**src/rtl/instr_fetch_if.sv**
```systemverilog
// ---------------------------------------------------------------------------
// instr_fetch_if -- bundle of the instruction-fetch stage's bus signals.
//
// Handshake semantics:
//   * IMemReq/IMemAddr: one-word read request. IMemData returns exactly one
//     cycle after the cycle in which IMemReq=1. There is no back-pressure.
//   * InstrValid/InstrReady: strict valid/ready. A transfer happens in every
//     cycle where InstrValid & InstrReady. While InstrValid=1 and
//     InstrReady=0, Instr/Op/PCOut are held stable. InstrValid never depends
//     on InstrReady.
//   * Redirect/RedirectPC: single-cycle pulse that restarts fetch.
//
// Modports:
//   slave  - the fetch unit (drives memory request and decoder-side outputs)
//   master - the environment (memory, decoder, branch unit)
// ---------------------------------------------------------------------------
interface instr_fetch_if;
   logic        IMemReq;
   logic [31:0] IMemAddr;
   logic [31:0] IMemData;
   logic        Redirect;
   logic [31:0] RedirectPC;
   logic        InstrValid;
   logic        InstrReady;
   logic [31:0] Instr;
   logic [5:0]  Op;
   logic [31:0] PCOut;
   logic        IllegalOp;

   modport slave (
      output IMemReq, IMemAddr, InstrValid, Instr, Op, PCOut, IllegalOp,
      input  IMemData, Redirect, RedirectPC, InstrReady
   );

   modport master (
      input  IMemReq, IMemAddr, InstrValid, Instr, Op, PCOut, IllegalOp,
      output IMemData, Redirect, RedirectPC, InstrReady
   );
endinterface

```
**src/rtl/instr_fetch.sv**
```systemverilog
// ---------------------------------------------------------------------------
// instr_fetch -- instruction fetch stage with a 2-entry instruction buffer.
//
// Holds a fetch PC, a 2-entry FIFO of {instruction, PC}, an in-flight flag for
// the single outstanding memory read, and a discard flag. Requests are issued
// only when the buffer is guaranteed to have room for the response, so the
// FIFO can never overflow.
//
// Ports:
//   clk      - clock, rising edge
//   rst_n    - asynchronous active-low reset
//   fetch    - instr_fetch_if.slave: memory request/response, redirect,
//              and the decoder-side valid/ready instruction stream
// Parameter:
//   RESET_PC - fetch address after reset (low two bits ignored)
// ---------------------------------------------------------------------------
module instr_fetch #(
   parameter logic [31:0] RESET_PC = 32'h0000_0000
) (
   input  logic          clk,
   input  logic          rst_n,
   instr_fetch_if.slave  fetch
);

   localparam logic [31:0] RESET_PC_ALIGNED = {RESET_PC[31:2], 2'b00};

   logic [31:0] r_pc;
   logic [31:0] r_req_pc;
   logic        r_inflight;
   logic        r_discard;
   logic [31:0] r_fifo_instr [2];
   logic [31:0] r_fifo_pc    [2];
   logic        r_rd_ptr;
   logic        r_wr_ptr;
   logic [1:0]  r_count;

   logic        w_valid;
   logic        w_pop;
   logic        w_req;
   logic        w_wr;
   logic        w_legal;
   logic [2:0]  w_pending;
   logic [31:0] w_head_instr;
   logic [31:0] w_head_pc;

   assign w_valid      = (r_count != 2'd0);
   assign w_pop        = w_valid & fetch.InstrReady;
   assign w_head_instr = r_fifo_instr[r_rd_ptr];
   assign w_head_pc    = r_fifo_pc[r_rd_ptr];

   // Entries that will be occupied once everything outstanding lands. A pop
   // implies occupancy >= 1, so this never underflows.
   assign w_pending = {1'b0, r_count} + {2'b00, r_inflight} - {2'b00, w_pop};

   // rst_n gates the request combinationally so it drops the moment reset
   // asserts, not at the next edge.
   assign w_req = rst_n & ~fetch.Redirect & (w_pending < 3'd2);

   // A response landing in a redirect cycle, or in the cycle after one,
   // belongs to the abandoned instruction stream.
   assign w_wr = r_inflight & ~r_discard & ~fetch.Redirect;

   always_comb begin
      w_legal = 1'b0;
      case (w_head_instr[31:26])
         6'd20, 6'd25, 6'd26, 6'd39, 6'd40, 6'd41, 6'd42: w_legal = 1'b1;
         default:                                          w_legal = 1'b0;
      endcase
   end

   always_ff @(posedge clk or negedge rst_n) begin
      if (!rst_n) begin
         r_pc            <= RESET_PC_ALIGNED;
         r_req_pc        <= 32'h0;
         r_inflight      <= 1'b0;
         r_discard       <= 1'b0;
         r_fifo_instr[0] <= 32'h0;
         r_fifo_instr[1] <= 32'h0;
         r_fifo_pc[0]    <= 32'h0;
         r_fifo_pc[1]    <= 32'h0;
         r_rd_ptr        <= 1'b0;
         r_wr_ptr        <= 1'b0;
         r_count         <= 2'd0;
      end else begin
         r_inflight <= w_req;
         r_discard  <= fetch.Redirect;
         if (w_req) begin
            r_req_pc <= r_pc;
         end
         if (fetch.Redirect) begin
            r_pc     <= {fetch.RedirectPC[31:2], 2'b00};
            r_rd_ptr <= 1'b0;
            r_wr_ptr <= 1'b0;
            r_count  <= 2'd0;
         end else begin
            if (w_req) begin
               r_pc <= r_pc + 32'd4;  // natural wrap FFFF_FFFC -> 0
            end
            if (w_wr) begin
               r_fifo_instr[r_wr_ptr] <= fetch.IMemData;
               r_fifo_pc[r_wr_ptr]    <= r_req_pc;
               r_wr_ptr               <= ~r_wr_ptr;
            end
            if (w_pop) begin
               r_rd_ptr <= ~r_rd_ptr;
            end
            r_count <= r_count + {1'b0, w_wr} - {1'b0, w_pop};
         end
      end
   end

   // Head fields read as zero while the buffer is empty.
   always_comb begin
      fetch.IMemReq    = w_req;
      fetch.IMemAddr   = r_pc;
      fetch.InstrValid = w_valid;
      fetch.Instr      = 32'h0;
      fetch.Op         = 6'd0;
      fetch.PCOut      = 32'h0;
      fetch.IllegalOp  = 1'b0;
      if (w_valid) begin
         fetch.Instr     = w_head_instr;
         fetch.Op        = w_head_instr[31:26];
         fetch.PCOut     = w_head_pc;
         fetch.IllegalOp = ~w_legal;
      end
   end

endmodule

```
**src/flat_wrapper.sv**
```systemverilog
// flat-port wrapper written by rule: the top's interface ports become plain ports
module instr_fetch_flat 
#(
   parameter logic [31:0] RESET_PC = 32'h0000_0000
)
  (clk, rst_n, fetch_IMemReq, fetch_IMemAddr, fetch_InstrValid, fetch_Instr, fetch_Op, fetch_PCOut, fetch_IllegalOp, fetch_IMemData, fetch_Redirect, fetch_RedirectPC, fetch_InstrReady);
  instr_fetch_if fetch_i ();
  input  logic clk;
  input  logic rst_n;
  output wire logic [$bits(fetch_i.IMemReq)-1:0] fetch_IMemReq;
  output wire logic [$bits(fetch_i.IMemAddr)-1:0] fetch_IMemAddr;
  output wire logic [$bits(fetch_i.InstrValid)-1:0] fetch_InstrValid;
  output wire logic [$bits(fetch_i.Instr)-1:0] fetch_Instr;
  output wire logic [$bits(fetch_i.Op)-1:0] fetch_Op;
  output wire logic [$bits(fetch_i.PCOut)-1:0] fetch_PCOut;
  output wire logic [$bits(fetch_i.IllegalOp)-1:0] fetch_IllegalOp;
  input wire logic [$bits(fetch_i.IMemData)-1:0] fetch_IMemData;
  input wire logic [$bits(fetch_i.Redirect)-1:0] fetch_Redirect;
  input wire logic [$bits(fetch_i.RedirectPC)-1:0] fetch_RedirectPC;
  input wire logic [$bits(fetch_i.InstrReady)-1:0] fetch_InstrReady;
  assign fetch_IMemReq = fetch_i.IMemReq;
  assign fetch_IMemAddr = fetch_i.IMemAddr;
  assign fetch_InstrValid = fetch_i.InstrValid;
  assign fetch_Instr = fetch_i.Instr;
  assign fetch_Op = fetch_i.Op;
  assign fetch_PCOut = fetch_i.PCOut;
  assign fetch_IllegalOp = fetch_i.IllegalOp;
  assign fetch_i.IMemData = fetch_IMemData;
  assign fetch_i.Redirect = fetch_Redirect;
  assign fetch_i.RedirectPC = fetch_RedirectPC;
  assign fetch_i.InstrReady = fetch_InstrReady;
  instr_fetch #(.RESET_PC(RESET_PC)) u_core (.clk(clk), .rst_n(rst_n), .fetch(fetch_i));
endmodule
```
**config.mk**
```make
export PLATFORM = sky130hd
export DESIGN_NAME = instr_fetch_flat
export DESIGN_NICKNAME = d
export VERILOG_FILES = /design/src/rtl/instr_fetch_if.sv /design/src/rtl/instr_fetch.sv /design/src/flat_wrapper.sv
export SDC_FILE = /design/constraint.sdc
export NUM_CORES = 1
export LEC_CHECK = 0
export ABC_CLOCK_PERIOD_IN_PS = 4200
export BUFFER_PORTS_ARGS = -buffer_cell sky130_fd_sc_hd__buf_4
export CORE_UTILIZATION = 56
export DETAILED_ROUTE_END_ITERATION = 12
export PLACE_DENSITY = 0.81
export SLEW_MARGIN = 30
export SYNTH_ARGS = -nofsm -noshare
export SYNTH_HDL_FRONTEND = slang
export SYNTH_SLANG_ARGS = --single-unit
```
**constraint.sdc**
```tcl
create_clock -name clk -period 4.2 [get_ports clk]
set_input_delay 0.63 -clock clk [delete_from_list [all_inputs] [get_ports clk]]
set_output_delay 0.63 -clock clk [all_outputs]
set_load 0.01 [all_outputs]
```
==> summary.txt, run 1 <==
Drt
  • DR DRC count: 0
  • DR vias: 6587
  • Vias per cell: 5.66
  • First-pass iteration count of the detailed router: 5
  • Drt total wl: 20100 µm
  • Routed len/inst: 17.3 µm
  • Routed Antenna Nets: 0
  • DR iter-0 viols: 456

Final layout
  • Nets: 1011
  • Layout cell share with drive strength beyond 1: 36.7%
  • ANT cells: 0
  • Most frequent cells in the layout: 189 x dfrtp_1, 177 x buf_4, 127 x nand2_1
  • Post-layout instance count excluding filler cells: 1163
  • Area grow syn2layout: 22.1%
  • Filler cell count: 1141
  • Most common cell after layout, fill and taps aside: dfrtp_1

Global routing
  • Vias in the first global route: 6411
  • Largest net degree at the start of global routing: 69
  • Global Route Usage Sum: 25.8%
  • Gr ovfl total: 0
  • Initial antenna violation count: 0
  • First-pass GRT wire length: 32700 µm

Synth
  • Async SR Flop Fraction: 100%
  • Top FF cell, synth: dfrtp_1
  • Synth area leader: dfrtp_1
  • Post-Synthesis Cells: 794
  • Synth warn: 0
  • Synth top area share: 53.5%
  • Syn avg cell area: 11.2 µm²
  • Yosys reg bits: 190
  • Synthesized area: 8890 µm²
  • Top cells by area, synth: dfrtp_1 54%, mux2_2 16%, mux2i_1 7.2%, nand2_1 5.4%, nor2_1 3.5%
  • Netlist cell types: 47
  • Register area share after synthesis: 53.5%
  • EDFF count, synth: 0

STA
  • Period minus WS final: 3750 ps
  • Fin crit share: 89.2%
  • Setup violators final: 0
  • FMAX: 267 MHz
  • Setup TNS: 0 ps
  • Unrepaired setup endpoints after global routing: no
  • Final Max Tran Viols: 0
  • Final Hold Violating Endpoints: 0
  • Worst slew pin tran: 832 ps
  • Setup Skew: 7.14 ps
  • Slew headroom: 44.6%

Critical path
  • Critical path peak fanout: 13
  • Type of element capturing the critical path: primary output
  • Crit path DAT: 3120 ps
  • Critical path launch point type: flop
  • Worst Path Required: 3570 ps
  • Critical path class: flop to primary output

Run
  • Max-Cap Viols: 0

Die
  • Chip width: 128 µm
  • Die Ht: 128 µm
  • I/O pin count: 173
  • Full die area: 16400 µm²
  • FP Rows: 45
  • Starting Density: 57.8%
  • Core area: 15400 µm²

Placement
  • RePlAce Congestion: 0.878
  • Post-Place Cells: 1131
  • DPL Wire Length: 13200 µm
  • Port Buffers: 166

Clock network
  • Clk slew on worst S/H paths: 60 ps
  • Clock latency on the worst-skew pair: 430 ps
  • TritonCTS clock tree: yes
  • Num CTS Buffers: 17
  • Deepest clock path buffer count: 2
  • CTS Hold Bufs: 0
  • Post-CTS setup buffer count: 0
  • H-tree depth: 4
  • Root Buffer: clkbuf_16
  • Post-cts resize count: 0
  • # clock sinks: 190

Power
  • PwrDens: 679 nW/µm²
  • Peak supply drop: 0.000385 V
  • Leakage Power: 5.13 nW

Status
  • Status: finished, final reports clean

Worst hold path
  • Hold crit path type: input port to flop
==> cells in the mapped netlist, types with 5 or more instances <==
| cell | n |
|---|---|
| dfrtp_1 | 190 |
| nand4_1 | 13 |
| and3_1 | 5 |
| nand2_1 | 127 |
| nand3_1 | 17 |
| inv_1 | 10 |
| mux2_2 | 124 |
| a31oi_1 | 6 |
| a21oi_1 | 5 |
| xor2_1 | 5 |
| buf_4 | 10 |
| clkbuf_1 | 20 |
| o211ai_1 | 5 |
| mux2i_1 | 64 |
| buf_2 | 22 |
| o21ai_0 | 18 |
| o311ai_0 | 13 |
| nor2_1 | 84 |
==> sequential cells by signal, summed over array words and instances (netlist names) <==
signal	count
u_core.r_fifo_pc	60
u_core.r_fifo_instr	64
u_core.r_count	2
u_core.r_discard	1
u_core.r_rd_ptr	1
u_core.r_inflight	1
u_core.fetch.IMemAddr	30
u_core.r_req_pc	30
u_core.r_wr_ptr	1
==> through the flow <==
| step | area (µm²) | hold slack [ps] | power [mW] | setup WS [ps] | util [%] |
|---|---|---|---|---|---|
| after floorplan | 8900 | 334 | 4.76 | 752 | - |
| after global placement | 10300 | 481 | 5.70 | 695 | 66.8 |
| after detailed placement | 10300 | 488 | 5.81 | 602 | 66.8 |
| after CTS | 10900 | 386 | 7.41 | 437 | 70.6 |
| after global routing | 10900 | 413 | 7.82 | 319 | 70.6 |
| final | 10900 | 405 | 7.36 | 454 | 70.6 |
==> metal layers <==
metal | up-vias | wire (µm) | global-route usage, %
met5 | - | 0 | 0
met4 | 0 | 411 | 9.55
met3 | 33 | 1220 | 5.13
met2 | 249 | 9690 | 41.8
met1 | 3269 | 8820 | 34.8
li1 | 3036 | - | -
==> area by class of cell <==
type / count / area, µm² / share of cell area [%]
Clock inverter: 13 / 140 / 1.29
Sequential cell: 190 / 4760 / 43.8
Tap cell: 211 / 264 / 2.43
Timing Repair Buffer: 179 / 1360 / 12.6
Inverter: 11 / 41.3 / 0.380
Clock buffer: 19 / 443 / 4.08
Multi-Input combinational cell: 540 / 3840 / 35.4
==> critical path, cell delays in order (launching register included) <==
cell and delay (ps):
dfrtp_1 460, nor2_4 110, inv_1 80, and2_1 200, nor2b_1 150, fa_1 400
xor2_1 270, or3_2 670, inv_2 190, buf_4 150
==> power breakdown <==
| group | switching (mW) | leakage (nW) | total (mW) | internal (mW) |
|---|---|---|---|---|
| registers | 0.582 | 2.44 | 3.11 | 2.53 |
| logic | 1.36 | 2.42 | 2.68 | 1.33 |
| clock network | 0.681 | 0.275 | 1.57 | 0.893 |
| total | 2.62 | 5.13 | 7.36 | 4.75 |
==> final timing paths <==
kind                                          start                  endpoint  slack, ps  cells past startpoint
min in group asynchronous                     rst_n       u_core.r_fifo_pc[6]        410                      2
worst max register to register    u_core.r_count[1]  u_core.fetch.IMemAddr[4]        570                     11
worst min-delay path            fetch_RedirectPC[5]  u_core.fetch.IMemAddr[5]        400                      3
max in group asynchronous                     rst_n           u_core.r_rd_ptr       2330                      3
worst min register to register  u_core.r_req_pc[28]       u_core.r_req_pc[28]        500                      2
worst max-delay path              u_core.r_count[1]             fetch_IMemReq        450                      9
==> cell families (layout without fill, tap and decap cells) <==
group	Yosys count	after routing	share of synthesized area [%]
fa+ha+maj	4	4	0.648
simple gates	271	271	13.4
compound gates	64	64	5.00
flops	190	190	53.5
other cells	1	4	0.0422
xor+xnor	9	9	0.887
buf+inv	67	222	3.56
mux	188	188	22.9
Power figures use the tool's default switching activity.
==> inputs of run 2 (changes only) <==
--- a/config.mk
+++ b/config.mk
@@ -5,11 +5,12 @@
 export SDC_FILE = /design/constraint.sdc
 export NUM_CORES = 1
 export LEC_CHECK = 0
-export ABC_CLOCK_PERIOD_IN_PS = 4200
+export ABC_CLOCK_PERIOD_IN_PS = 3300
 export BUFFER_PORTS_ARGS = -buffer_cell sky130_fd_sc_hd__buf_4
-export CORE_UTILIZATION = 56
+export CAP_MARGIN = 20
+export CORE_UTILIZATION = 50
 export DETAILED_ROUTE_END_ITERATION = 12
-export PLACE_DENSITY = 0.81
+export PLACE_DENSITY = 0.76
 export SLEW_MARGIN = 30
 export SYNTH_ARGS = -nofsm -noshare
 export SYNTH_HDL_FRONTEND = slang
==> constraint.sdc (replaced) <==
create_clock -name clk -period 3.3 [get_ports clk]
set_input_delay 0.495 -clock clk [delete_from_list [all_inputs] [get_ports clk]]
set_output_delay 0.495 -clock clk [all_outputs]
set_load 0.01 [all_outputs]
==> run 2 against run 1 <==
  * Sequential power increased by 25%
  * Total power increased by 29%
  * Sequential cell count unchanged
  * Critical path type unchanged
  * Largest cell class unchanged
==> summary.txt, run 2 (synthesis gave the netlist of run 1 again) <==
Status
  • Status: finished, final reports clean

Clock network
  • Clock latency on the worst-skew pair: 420 ps (about the same)
  • Root Buffer: clkbuf_16
  • # clock sinks: 190 (unchanged)
  • Deepest clock path buffer count: 2 (unchanged)
  • H-tree depth: 4 (unchanged)
  • Clk slew on worst S/H paths: 60 ps (about the same)
  • Num CTS Buffers: 17 (unchanged)
  • TritonCTS clock tree: yes

Power
  • Leakage Power: 5.20 nW (+1.3%)
  • Flop pwr share: 41.1% (-1.1 points)
  • Gate power share: 37.3% (+0.9 points)
  • Clk pwr share: 21.6% (+0.2 points)
  • Internal power: 6.18 mW (+30%)
  • PwrDens: 863 nW/µm² (+27%)
  • Peak supply drop: 0.000441 V (+15%)
  • Switching share of power: 34.8% (-0.70 points)
  • Switch Pwr: 3.30 mW (+26%)

STA
  • Setup Skew: 7.13 ps (-0.0163 ps)
  • Setup violators final: 0 (unchanged)
  • Slew headroom: 47.5% (+3.0 points)
  • FMAX: 315 MHz
  • Fin crit share: 96.3%
  • Setup TNS: 0 ps (unchanged)
  • Final Max Tran Viols: 0 (unchanged)
  • Worst hold slack: 72.8 ps (-332 ps)
  • Unrepaired setup endpoints after global routing: no
  • Period minus WS final: 3180 ps
  • Final Hold Violating Endpoints: 0 (unchanged)
  • Worst slew pin tran: 787 ps (-44.5 ps)

Drt
  • Vias per cell: 5.55 (-2.0%)
  • Drt total wl: 20100 µm (-0.21%)
  • Routed Antenna Nets: 0 (unchanged)
  • DR iter-0 viols: 400 (-12%)
  • DR DRC count: 0 (unchanged)
  • DR vias: 6572 (-0.23%)
  • First-pass iteration count of the detailed router: 5 (unchanged)
  • Routed len/inst: 17.0 µm (-2.0%)

Die
  • Core area: 17300 µm² (+13%)
  • Full die area: 18300 µm² (+12%)
  • Chip width: 135 µm (+5.7%)
  • I/O pin count: 173 (unchanged)
  • FP Rows: 48 (+6.7%)
  • Starting Density: 51.4% (-6.4 points)
  • Die Ht: 135 µm (+5.7%)

Global routing
  • Global Route Usage Sum: 22.7% (-3.1 points)
  • Largest net degree at the start of global routing: 70 (+1.4%)
  • Gr ovfl total: 0 (unchanged)
  • Initial antenna violation count: 0 (unchanged)
  • First-pass GRT wire length: 32300 µm (-1.0%)
  • Vias in the first global route: 6394 (-0.27%)

Final layout
  • Largest Register: u_core.r_fifo_instr
  • Layout cell share with drive strength beyond 1: 37.2% (+0.57 points)
  • Nets: 1019 (+0.79%)
  • Largest register FFs: 64 (unchanged)
  • Largest regs: u_core.r_fifo_instr: 64 flops, u_core.r_fifo_pc: 60 flops
  • Area grow syn2layout: 23.7%
  • Most common cell after layout, fill and taps aside: dfrtp_1
  • ANT cells: 0 (unchanged)
  • Most frequent cells in the layout: 188 x dfrtp_1, 182 x buf_4, 127 x nand2_1

Placement
  • RePlAce Congestion: 0.838 (-4.5%)
  • Port Buffers: 166 (unchanged)
  • DPL Wire Length: 13400 µm (+2.1%)

Run
  • Max-Cap Viols: 0 (unchanged)

Critical path
  • Critical path launch point type: flop
  • Slowest cell on the critical path: dfrtp_1
  • Delay-heaviest family, CP: simple AND/OR/NAND/NOR gates
  • Critical path class: flop to primary output
  • Crit path DAT: 2680 ps (-440 ps)
  • Critical Path, Cell by Cell: nor2_4 -> inv_1 -> and2_1 -> nor2b_1 -> fa_1 -> xor2_1 -> or3_4 -> inv_8 -> buf_4
  • Type of element capturing the critical path: primary output
  • Critical Path Max Stage Delay: 420 ps (-250 ps)
  • Worst path bufs/invs: 3 (unchanged)
  • Critical path peak fanout: 16 (+3)
  • Worst Path Required: 2800 ps (-770 ps)

Worst hold path
  • Hold crit path type: input port to async pin
run 2: final cells by class:
type | count | area (µm²)
fillers | 1395 | 6300
flip-flops and latches | 190 | 4760
multi-input cells | 540 | 3850
repair buffers | 187 | 1470
clock buffers | 19 | 443
well taps | 225 | 282
clock inverters | 12 | 144
inverters | 11 | 48.8
run 2: worst register-to-register path, cell delays in order (launching register included):
cell	delay (ps)
dfrtp_1	420
nor2_4	120
inv_1	90
and2_1	200
nor2b_1	160
fa_1	410
xor2_1	190
or3_4	410
buf_4	330
or4_1	570
nand4_1	100
run 2: path summary, 6_finish.rpt:
kind / startpoint / end / slack, ps / cells after the start
max reg2reg: u_core.r_count[0] / u_core.fetch.IMemAddr[31] / 250 / 10
max: u_core.r_count[0] / fetch_IMemReq / 120 / 9
min reg2reg: u_core.r_req_pc[12] / u_core.r_req_pc[12] / 500 / 2
max in group asynchronous: rst_n / u_core.r_rd_ptr / 1690 / 3
min: rst_n / u_core.r_fifo_pc[40] / 70 / 2
min in group clk: fetch_RedirectPC[25] / u_core.fetch.IMemAddr[25] / 280 / 3
run 2: power by group through the flow:
stage	Combinational (mW)	Sequential (mW)	Clock (mW)
2_1_floorplan	2.35	3.72	0
3_3_place_gp	3.44	3.89	0
3_5_place_dp	3.53	3.93	0
4_1_cts	3.56	3.89	2.09
5_1_grt	3.90	4.01	2.19
6_report	3.54	3.89	2.05
run 2: metal layers:
layer,vias up,routed length (µm),part of all wire [%],track usage (%)
li1,3053,-,-,-
met1,3269,9480,47,32.9
met2,218,9290,46,35.0
met3,32,1010,5.0,3.29
met4,0,322,1.6,7.74
met5,-,0,0,0
run 2: through the flow:
step / power (mW) / setup slack, ps / util, % / instance area, µm² / std cells
after global routing: 10.1 / 25.2 / 63.5 / 11000 / 1184
after CTS: 9.54 / 71.2 / 63.3 / 10900 / 1181
after global placement: 7.33 / 181 / 59.8 / 10300 / 1150
after detailed placement: 7.45 / 103 / 59.8 / 10300 / 1150
final: 9.48 / 121 / 63.5 / 11000 / 1184
after floorplan: 6.06 / 107 / - / 8900 / 797
run 2: timing repair:
item	in CTS	in global routing
setup endpoints to repair	1	1
hold buffers	0	0
buffers inserted	0	2
resized for setup	5	0
==> inputs of run 3 (changes only) <==
--- a/config.mk
+++ b/config.mk
@@ -11,6 +11,7 @@
 export CORE_UTILIZATION = 50
 export DETAILED_ROUTE_END_ITERATION = 12
 export PLACE_DENSITY = 0.76
+export RECOVER_POWER = 25
 export SLEW_MARGIN = 30
 export SYNTH_ARGS = -nofsm -noshare
 export SYNTH_HDL_FRONTEND = slang
==> run 3 against run 2 <==
  * Sequential share of layout area rose by 0.17 points
  * Critical path depth did not move
  * Total power down 0.18%
  * Register-to-register slack hardly changed
  * Fmax is essentially flat
  * Sequential cell count did not move
  * Critical path type unchanged
  * Wire length fell by 0.42%
  * Core utilization is 0.25 points lower
==> summary.txt, run 3 (synthesis gave the netlist of run 1 again) <==
Status
  • Status: finished, final reports clean

Critical path
  • Type of element capturing the critical path: primary output
  • Delay-heaviest family, CP: simple AND/OR/NAND/NOR gates
  • Slowest cell on the critical path: dfrtp_1
  • Crit path DAT: 2690 ps (about the same)
  • Worst path bufs/invs: 3 (unchanged)
  • Critical Path, Cell by Cell: nor2_4 -> inv_1 -> and2_1 -> nor2b_1 -> fa_1 -> xor2_1 -> or3_4 -> inv_8 -> buf_4
  • Critical path launch point type: flop
  • Critical path class: flop to primary output
  • Critical Path Max Stage Delay: 420 ps (about the same)
  • Worst Path Required: 2800 ps (about the same)
  • Critical path peak fanout: 16 (unchanged)

Final layout
  • Largest register FFs: 64 (unchanged)
  • Final core occ: 63.3% (-0.25 points)
  • ANT cells: 0 (unchanged)
  • Largest regs: u_core.r_fifo_instr: 64 flops, u_core.r_fifo_pc: 60 flops
  • Largest Register: u_core.r_fifo_instr
  • Most common cell after layout, fill and taps aside: dfrtp_1
  • Area grow syn2layout: 23.2%
  • Nets: 1019 (unchanged)
  • Layout cell share with drive strength beyond 1: 36.9% (-0.31 points)
  • Most frequent cells in the layout: 188 x dfrtp_1, 179 x buf_4, 127 x nand2_1

Die
  • Die Ht: 135 µm (unchanged)
  • I/O pin count: 173 (unchanged)
  • Core area: 17300 µm² (unchanged)
  • Starting Density: 51.4% (unchanged)
  • Full die area: 18300 µm² (unchanged)
  • Chip width: 135 µm (unchanged)
  • FP Rows: 48 (unchanged)

Global routing
  • Largest net degree at the start of global routing: 70 (unchanged)
  • Global Route Usage Sum: 22.7% (unchanged)
  • Vias in the first global route: 6394 (unchanged)
  • First-pass GRT wire length: 32300 µm (unchanged)
  • Initial antenna violation count: 0 (unchanged)
  • Gr ovfl total: 0 (unchanged)

STA
  • Slew headroom: 2.27% (-45 points)
  • Worst hold slack: 281 ps (+208 ps)
  • Final Max Tran Viols: 0 (unchanged)
  • Setup TNS: 0 ps (unchanged)
  • Setup violators final: 0 (unchanged)
  • Setup WS post-layout: 119 ps (-2.08 ps)
  • Final Hold Violating Endpoints: 0 (unchanged)
  • FMAX: 314 MHz (about the same)
  • Period minus WS final: 3180 ps (+2.08 ps)
  • Unrepaired setup endpoints after global routing: no
  • Setup Skew: 6.04 ps (-1.09 ps)
  • Fin crit share: 96.4% (about the same)
  • Worst slew pin tran: 1470 ps (+679 ps)

Drt
  • Drt total wl: 20000 µm (-0.42%)
  • DR vias: 6569 (-0.046%)
  • DR DRC count: 0 (unchanged)
  • Vias per cell: 5.55 (about the same)
  • DR iter-0 viols: 397 (-0.75%)
  • Routed len/inst: 16.9 µm (-0.42%)
  • Routed Antenna Nets: 0 (unchanged)
  • First-pass iteration count of the detailed router: 5 (unchanged)

Clock network
  • Clock latency on the worst-skew pair: 420 ps (about the same)
  • # clock sinks: 190 (unchanged)
  • CTS Hold Bufs: 0 (unchanged)
  • Deepest clock path buffer count: 2 (unchanged)
  • TritonCTS clock tree: yes
  • H-tree depth: 4 (unchanged)
  • Clk slew on worst S/H paths: 70 ps (about the same)
  • Num CTS Buffers: 17 (unchanged)
  • Root Buffer: clkbuf_16

Placement
  • RePlAce Congestion: 0.838 (unchanged)
  • Placement Setup Slack: 103 ps (unchanged)
  • DPL Wire Length: 13400 µm (unchanged)
  • Port Buffers: 166 (unchanged)

Power
  • Leakage Power: 5.18 nW (-0.43%)
  • Peak supply drop: 0.000437 V (-0.96%)
  • PwrDens: 864 nW/µm² (+0.20%)
  • Pwr Total: 9.46 mW (-0.18%)

Run
  • Max-Cap Viols: 0 (unchanged)

Worst hold path
  • Hold crit path type: input port to flop
## run 3: cell types whose count changed in the layout (fill, tap and decap cells not counted), sizes merged
cell    delta
clkbuf     +4
buf        -4
## run 3: area by class of cell
class	count	area (µm²)
inverter	11	48.8
tap	225	282
fill	1402	6350
multi-input combinational	540	3850
clock inverter	12	144
timing repair buffer	187	1430
clock buffer	19	443
sequential	190	4760
## run 3: final timing paths
path	start	slack (ps)	cells past startpoint	end
worst min register to register	u_core.r_req_pc[12]	500	2	u_core.r_req_pc[12]
worst max register to register	u_core.r_count[0]	250	10	u_core.fetch.IMemAddr[31]
max in group asynchronous	rst_n	960	3	u_core.r_rd_ptr
worst max-delay path	u_core.r_count[0]	120	9	fetch_IMemReq
min in group asynchronous	rst_n	440	2	u_core.r_fifo_pc[40]
worst min-delay path	fetch_RedirectPC[25]	280	3	u_core.fetch.IMemAddr[25]
## run 3: metrics by stage
stage	instances	cell area, µm²
floorplan	797	8900
global placement	1150	10300
detailed placement	1150	10300
CTS	1181	10900
global route	1184	10900
finish	1184	10900
## run 3: per-layer routing
metal	routed length, µm	up-vias	global-route usage, %
met5	0	-	0
met4	313	0	7.74
met3	1060	25	3.29
met2	9330	216	35.0
met1	9300	3279	32.9
li1	-	3049	-
## run 3: report_power, final
part	leakage [nW]	switching, mW	total (mW)	internal (mW)
Clock	0.289	0.847	2.05	1.20
Sequential	2.44	0.672	3.89	3.22
Combinational	2.45	1.77	3.53	1.75
Total	5.18	3.29	9.46	6.17
## run 3: repair_timing
action | 4_1_cts | 5_1_grt
pin swaps | 0 | 0
resized for setup | 5 | 0
setup endpoints to repair | 1 | 1
buffers inserted | 0 | 2
## run 3: worst register-to-register path, delay by kind of cell (launching register included)
family | cells | cell delay, ps
AND/OR/NAND/NOR | 6 | 1550
flip-flops | 1 | 420
buffers and inverters | 2 | 410
adder cells (fa/ha/maj) | 1 | 410
XOR/XNOR | 1 | 190
